**config.mk**
```make
export PLATFORM = sky130hd
export DESIGN_NAME = saw_step_sequencer
export DESIGN_NICKNAME = d
export VERILOG_FILES = /design/src/rtl/saw_seq_pkg.sv /design/src/rtl/saw_tick_divider.sv /design/src/rtl/saw_step_sequencer.sv
export SDC_FILE = /design/constraint.sdc
export NUM_CORES = 1
export LEC_CHECK = 0
export CORE_ASPECT_RATIO = 1.1
export CORE_MARGIN = 8
export CORE_UTILIZATION = 58
export CTS_CLUSTER_DIAMETER = 200
export DETAILED_ROUTE_END_ITERATION = 8
export PLACE_DENSITY = 0.81
export REMOVE_ABC_BUFFERS = 1
export SYNTH_ARGS = -nofsm -noshare
export SYNTH_HDL_FRONTEND = slang
export SYNTH_SLANG_ARGS = --single-unit
export TNS_END_PERCENT = 5
```
**constraint.sdc**
```tcl
create_clock -name sysclk -period 4.2 [get_ports sysclk]
set_input_delay 1.05 -clock sysclk [delete_from_list [all_inputs] [get_ports sysclk]]
set_output_delay 1.05 -clock sysclk [all_outputs]
set_load 0.02 [all_outputs]
```
**src/rtl/saw_seq_pkg.sv**
```systemverilog
`default_nettype none
// ============================================================================
// Module      : saw_seq_pkg
// Description : Shared types and constants for the sawtooth step sequencer:
//               FSM state encoding, Scale width, step-table entry layout.
// Revision    : 1.0 - initial release
// ============================================================================
package saw_seq_pkg;

    // Width of the generator Scale bus.
    localparam int SCALE_W = 6;

    // Storage width of the duration field inside a table entry. The sequencer
    // zero-extends its DUR_W-bit duration into this field, so DUR_W may be
    // anything up to this value.
    localparam int MAX_DUR_W = 32;

    // Default table depth and the index width it implies.
    localparam int DEF_STEPS = 8;
    localparam int DEF_IDX_W = $clog2(DEF_STEPS);

    // Sequencer states.
    typedef enum logic [1:0] {
        IDLE = 2'd0,
        LOAD = 2'd1,
        PLAY = 2'd2,
        DONE = 2'd3
    } seq_state_t;

    // One step-table entry.
    typedef struct packed {
        logic [SCALE_W-1:0]   scale;
        logic [MAX_DUR_W-1:0] dur;
    } step_entry_t;

    // Index width for a table of the given depth (at least one bit).
    function automatic int idx_width(input int steps);
        return (steps > 1) ? $clog2(steps) : 1;
    endfunction

endpackage
`default_nettype wire

```
**src/rtl/saw_tick_divider.sv**
```systemverilog
`default_nettype none
// ============================================================================
// Module      : saw_tick_divider
// Description : Divides the system clock down to a one-cycle tick every
//               TICK_DIV cycles. A synchronous clear restarts the count so the
//               first tick arrives exactly TICK_DIV cycles after the clear.
// Revision    : 1.0 - initial release
// ============================================================================
module saw_tick_divider #(
    parameter int TICK_DIV = 64
) (
    input  logic clk,
    input  logic rst,
    input  logic i_clear,
    output logic o_tick
);

    localparam int CNT_W = (TICK_DIV > 1) ? $clog2(TICK_DIV) : 1;
    localparam logic [CNT_W-1:0] C_LAST = CNT_W'(TICK_DIV - 1);

    logic [CNT_W-1:0] r_count;

    // Free-running modulo-TICK_DIV counter, restarted by clear.
    always_ff @(posedge clk) begin
        if (rst || i_clear) begin
            r_count <= '0;
        end else if (r_count == C_LAST) begin
            r_count <= '0;
        end else begin
            r_count <= r_count + 1'b1;
        end
    end

    assign o_tick = (r_count == C_LAST);

endmodule
`default_nettype wire

```
**src/rtl/saw_step_sequencer.sv**
```systemverilog
`default_nettype none
// ============================================================================
// Module      : saw_step_sequencer
// Description : Plays a programmed table of {Scale, duration} steps on the
//               sawtooth generator's Scale / Enable_SW_1 inputs, with optional
//               looping, abort, and an end-of-playback Done pulse.
// Revision    : 1.0 - initial release
// ============================================================================
module saw_step_sequencer
    import saw_seq_pkg::*;
#(
    parameter  int STEPS    = 8,
    parameter  int DUR_W    = 16,
    parameter  int TICK_DIV = 64,
    localparam int IDX_W    = idx_width(STEPS)
) (
    input  logic               sysclk,
    input  logic               Reset,
    input  logic               Start,
    input  logic               Stop,
    input  logic               Loop,
    input  logic               Wr_En,
    input  logic [IDX_W-1:0]   Wr_Addr,
    input  logic [SCALE_W-1:0] Wr_Scale,
    input  logic [DUR_W-1:0]   Wr_Dur,
    output logic               Wr_Ready,
    output logic [SCALE_W-1:0] Scale,
    output logic               Enable_SW_1,
    output logic               Busy,
    output logic [IDX_W-1:0]   Step_Index,
    output logic               Done
);

    localparam logic [IDX_W-1:0] C_LAST_IDX = IDX_W'(STEPS - 1);
    localparam logic [DUR_W-1:0] C_DUR_ONE  = DUR_W'(1);

    seq_state_t         r_state;
    seq_state_t         w_next;
    step_entry_t        r_table [STEPS];
    logic [IDX_W-1:0]   r_index;
    logic               r_wrapped;     // index rolled past STEPS-1 since step 0
    logic [DUR_W-1:0]   r_remaining;
    logic [SCALE_W-1:0] r_scale;
    logic               r_enable;

    step_entry_t        w_entry;
    logic               w_end;
    logic               w_restart;
    logic               w_div_clear;
    logic               w_tick;

    assign w_entry = r_table[r_index];

    // End of pattern: a zero-duration marker, or the whole table has been played.
    assign w_end = (w_entry.dur == '0) || r_wrapped;

    // Loop back to step 0 only if we actually advanced; an empty table ends.
    assign w_restart = w_end && Loop && ((r_index != '0) || r_wrapped);

    saw_tick_divider #(
        .TICK_DIV (TICK_DIV)
    ) u_tick_divider (
        .clk     (sysclk),
        .rst     (Reset),
        .i_clear (w_div_clear),
        .o_tick  (w_tick)
    );

    // Next-state logic; Stop overrides everything while playing.
    always_comb begin
        w_next      = r_state;
        w_div_clear = 1'b0;
        case (r_state)
            IDLE: begin
                if (Start && !Stop) begin
                    w_next = LOAD;
                end
            end
            LOAD: begin
                if (Stop) begin
                    w_next = DONE;
                end else if (!w_end) begin
                    w_next      = PLAY;
                    w_div_clear = 1'b1;
                end else if (!w_restart) begin
                    w_next = DONE;
                end
            end
            PLAY: begin
                if (Stop) begin
                    w_next = DONE;
                end else if (w_tick && (r_remaining == C_DUR_ONE)) begin
                    w_next = LOAD;
                end
            end
            DONE: begin
                w_next = IDLE;
            end
            default: begin
                w_next = IDLE;
            end
        endcase
    end

    // State register and playback datapath (index, remaining ticks, outputs).
    always_ff @(posedge sysclk) begin
        if (Reset) begin
            r_state     <= IDLE;
            r_index     <= '0;
            r_wrapped   <= 1'b0;
            r_remaining <= '0;
            r_scale     <= '0;
            r_enable    <= 1'b0;
        end else begin
            r_state <= w_next;
            if (w_next == DONE) begin
                // Silence the generator as Done asserts.
                r_scale   <= '0;
                r_enable  <= 1'b0;
                r_index   <= '0;
                r_wrapped <= 1'b0;
            end else begin
                case (r_state)
                    IDLE: begin
                        if (w_next == LOAD) begin
                            r_index   <= '0;
                            r_wrapped <= 1'b0;
                        end
                    end
                    LOAD: begin
                        if (w_next == PLAY) begin
                            r_scale     <= w_entry.scale;
                            r_enable    <= (w_entry.scale != '0);
                            r_remaining <= w_entry.dur[DUR_W-1:0];
                        end else if (w_restart) begin
                            r_index   <= '0;
                            r_wrapped <= 1'b0;
                        end
                    end
                    PLAY: begin
                        if (w_tick) begin
                            r_remaining <= r_remaining - 1'b1;
                            if (w_next == LOAD) begin
                                r_index <= r_index + 1'b1;
                                if (r_index == C_LAST_IDX) begin
                                    r_wrapped <= 1'b1;
                                end
                            end
                        end
                    end
                    default: begin
                    end
                endcase
            end
        end
    end

    // Step table: written only while idle, cleared by reset.
    always_ff @(posedge sysclk) begin
        if (Reset) begin
            for (int i = 0; i < STEPS; i++) begin
                r_table[i] <= '0;
            end
        end else if ((r_state == IDLE) && Wr_En) begin
            r_table[Wr_Addr] <= '{scale: Wr_Scale, dur: MAX_DUR_W'(Wr_Dur)};
        end
    end

    assign Wr_Ready    = (r_state == IDLE);
    assign Busy        = (r_state == LOAD) || (r_state == PLAY);
    assign Done        = (r_state == DONE);
    assign Scale       = r_scale;
    assign Enable_SW_1 = r_enable;
    assign Step_Index  = r_index;

endmodule
`default_nettype wire

```
==> flow_summary_export.csv <==
group,metric,value,unit
cts,cts.repair.resized,0,
outcome,status,"finished, final reports clean",
yosys,yosysWarnings,0,
routing,drc_errors,0,
routing,drt_iter0_drc,582,
yosys,synthTopCellsByArea,"edfxtp_1 (52%), and2_1 (11%), mux4_2 (9.8%)",
critical_path,critical_path_class,"flip-flop to flip-flop",
power,powerDensity,515,nW/µm²
critical_path,path_max_fanout,44,
place,dpl_cell_area,10800,µm²
timing,worst_pin_slew,728,ps
cts,ctsRootBufferMaster,"clkbuf_16",
yosys,ys_ff_latch,214,
cts,cts.sinks,214,
yosys,synthTopCellsByCount,"and2_1 (176), edfxtp_1 (176), mux4_2 (44), nor2_1 (41), dfxtp_1 (38)",
global_route,antenna_found_initial,0,
timing,rsz0062_at_grt,"no",
floorplan,core,17000,µm²
routing,drt_wl_total,23.4,mm
critical_path,cp-start-kind,"flip-flop",
place,dpl_worst_slack,341,ps
global_route,grt_pass1_wl,35.9,mm
yosys,ys_seq_area_share,60.0,%
hold_path,min_path_type,"flip-flop to flip-flop",
yosys,avgSynthCellArea,13.6,µm²
critical_path,critPathRequiredTime,4550,ps
finish,fill_cells,1198,
place,post-dp-hpwl,14.1,mm
floorplan,die_y,154,µm
place,gp_congestion,0.830,
timing,slew_violations,0,
yosys,synthArstFlopShare,0,%
timing,fmax,258,MHz
cts,htree_levels,1,
critical_path,end_kind,"flip-flop",
finish,n_antenna_cell,0,
finish,fin_area,11500,µm²
yosys,yosysUniqueCellTypes,49,
timing,setup_viol,0,
timing,period_share,92.2,%
global_route,grt.total_usage,21.4,%
yosys,yosys.area.top_type,"edfxtp_1",
global_route,grt_pass1_vias,6615,
floorplan,rows,50,
yosys,synth_top_flop_cell,"edfxtp_1",
power,p_leak,0.00413,µW
yosys,synth_edf_count,176,
finish,drive_gt1_share,14.6,%
floorplan,initial_core_util,59.2,%
routing,vias_per_cell,6.17,
floorplan,die_x,142,µm
global_route,grt_max_degree,45,
cts,clock_latency,510,ps
cts,cts_buffers,22,
timing,setup-tns-final,0,ps
finish,area_growth,14.5,%
floorplan,die-area,21800,µm²
cts,clockBufferDepth,3,
routing,drt_pass1_iterations,4,
timing,finalHoldViolCount,0,
routing,ant_nets,0,
cts,path_clk_slew,60,ps
power,ir_worst_vdd,0.000280,V
timing,setup_slack,329,ps
floorplan,io-pin-count,44,
timing,fin_crit,3870,ps
critical_path,cp.arrival,4220,ps
global_route,grt_overflow,0,
yosys,netlist_area,10100,µm²
cts,cts_hold_buf,0,
place,port-buffer-count,43,
finish,nets,830,
cts,post_cts_buffers,0,
yosys,syn_inst,742,
routing,vias,6408,
finish,instances_no_fill,1038,
hold_path,min_from,"u_tick_divider.r_count[0]",
run,maxCapViolCount,0,
yosys,yosys.area.top_type_share,52.5,%
timing,fin_skew,29.7,ps
timing,relSlewSlack,51.5,%
place,placed_cells,999,
timing,fin_hold_ws,448,ps
routing,drt-wirelength-per-cell,22.5,µm
cts,cts_tree,"built",
-- flip-flops by register name (all words and copies together), names as in the netlist, named ones only --
name                    count
r_wrapped                   1
Step_Index                  3
Enable_SW_1                 1
u_tick_divider.r_count      6
r_state                     2
r_table                   176
r_remaining                16
Scale                       6
-- stage by stage --
step,utilization (%),total power (µW)
floorplan,-,3650
global placement,63.7,4040
detailed placement,63.7,4100
CTS,67.8,5940
global route,67.8,6190
finish,67.8,5940
-- report_power, final --
group	switching (µW)	internal [µW]
registers	122	2470
logic	918	568
clock network	767	1090
total	1810	4130
-- logic make-up (layout without fill, tap and decap cells) --
group / count (synthesis) / count (layout) / synth area share [%]
compound gates: 65 / 65 / 4.91
xor+xnor: 4 / 4 / 0.348
fa+ha+maj: 10 / 10 / 1.24
buf+inv: 56 / 118 / 2.42
flops: 214 / 214 / 60.0
mux: 82 / 82 / 13.7
simple gates: 311 / 311 / 17.4
-- layer usage --
layer | routed length (µm) | track usage (%) | up-vias
li1 | - | - | 2863
met1 | 8850 | 25.9 | 3187
met2 | 11800 | 37.1 | 293
met3 | 1780 | 3.36 | 65
met4 | 911 | 9.73 | 0
met5 | 0 | 0 | -
-- area by class of cell --
type	count	area (µm²)	area share, %
Timing Repair Buffer	65	621	5.38
Tap cell	234	293	2.54
Clock inverter	9	67.6	0.586
Sequential cell	214	6050	52.4
Multi-Input combinational cell	472	3830	33.2
Inverter	14	52.6	0.456
Clock buffer	30	622	5.39
-- final timing paths --
path / endpoint / slack [ps] / cells past startpoint
worst min-delay path: u_tick_divider.r_count[0] / 450 / 1
worst max-delay path: Step_Index[2] / 330 / 10
worst max register to register: Step_Index[2] / 330 / 10
worst min register to register: u_tick_divider.r_count[0] / 450 / 1
-- cells in the final DEF (no fill, tap or decap), drive strengths merged, types with 2 or more instances in the layout --
cell type / synthesis / final
edfxtp: 176 / 176
a21oi: 9 / 9
o311ai: 2 / 2
nand2b: 5 / 5
o31ai: 11 / 11
nand4: 8 / 8
or2: 2 / 2
nor2: 41 / 41
or4: 2 / 2
nor3: 19 / 19
o21ai: 9 / 9
ha: 10 / 10
mux4: 44 / 44
nor4: 8 / 8
and2: 176 / 176
a22oi: 4 / 4
a32oi: 4 / 4
clkdlybuf4s50: 0 / 43
nand2: 30 / 30
mux2: 6 / 6
a211oi: 2 / 2
a21o: 2 / 2
xnor2: 3 / 3
mux2i: 32 / 32
o221ai: 4 / 4
nand3: 9 / 9
or3: 5 / 5
and3: 2 / 2
clkbuf: 29 / 30
buf: 13 / 22
clkinv: 0 / 7
inv: 14 / 14
dfxtp: 38 / 38
a31oi: 8 / 8
a211o: 4 / 4
-- worst max-delay path, cell delays in order, from the launching register on --
cell and delay (ps):
dfxtp_2 340, buf_12 300, mux4_2 560, mux2i_1 350, nand4_1 230, o41ai_4 530
o21ai_1 140, a21oi_1 410, a21o_1 500, a211o_1 210, o31ai_1 90
(Power assumes the default switching activity.)
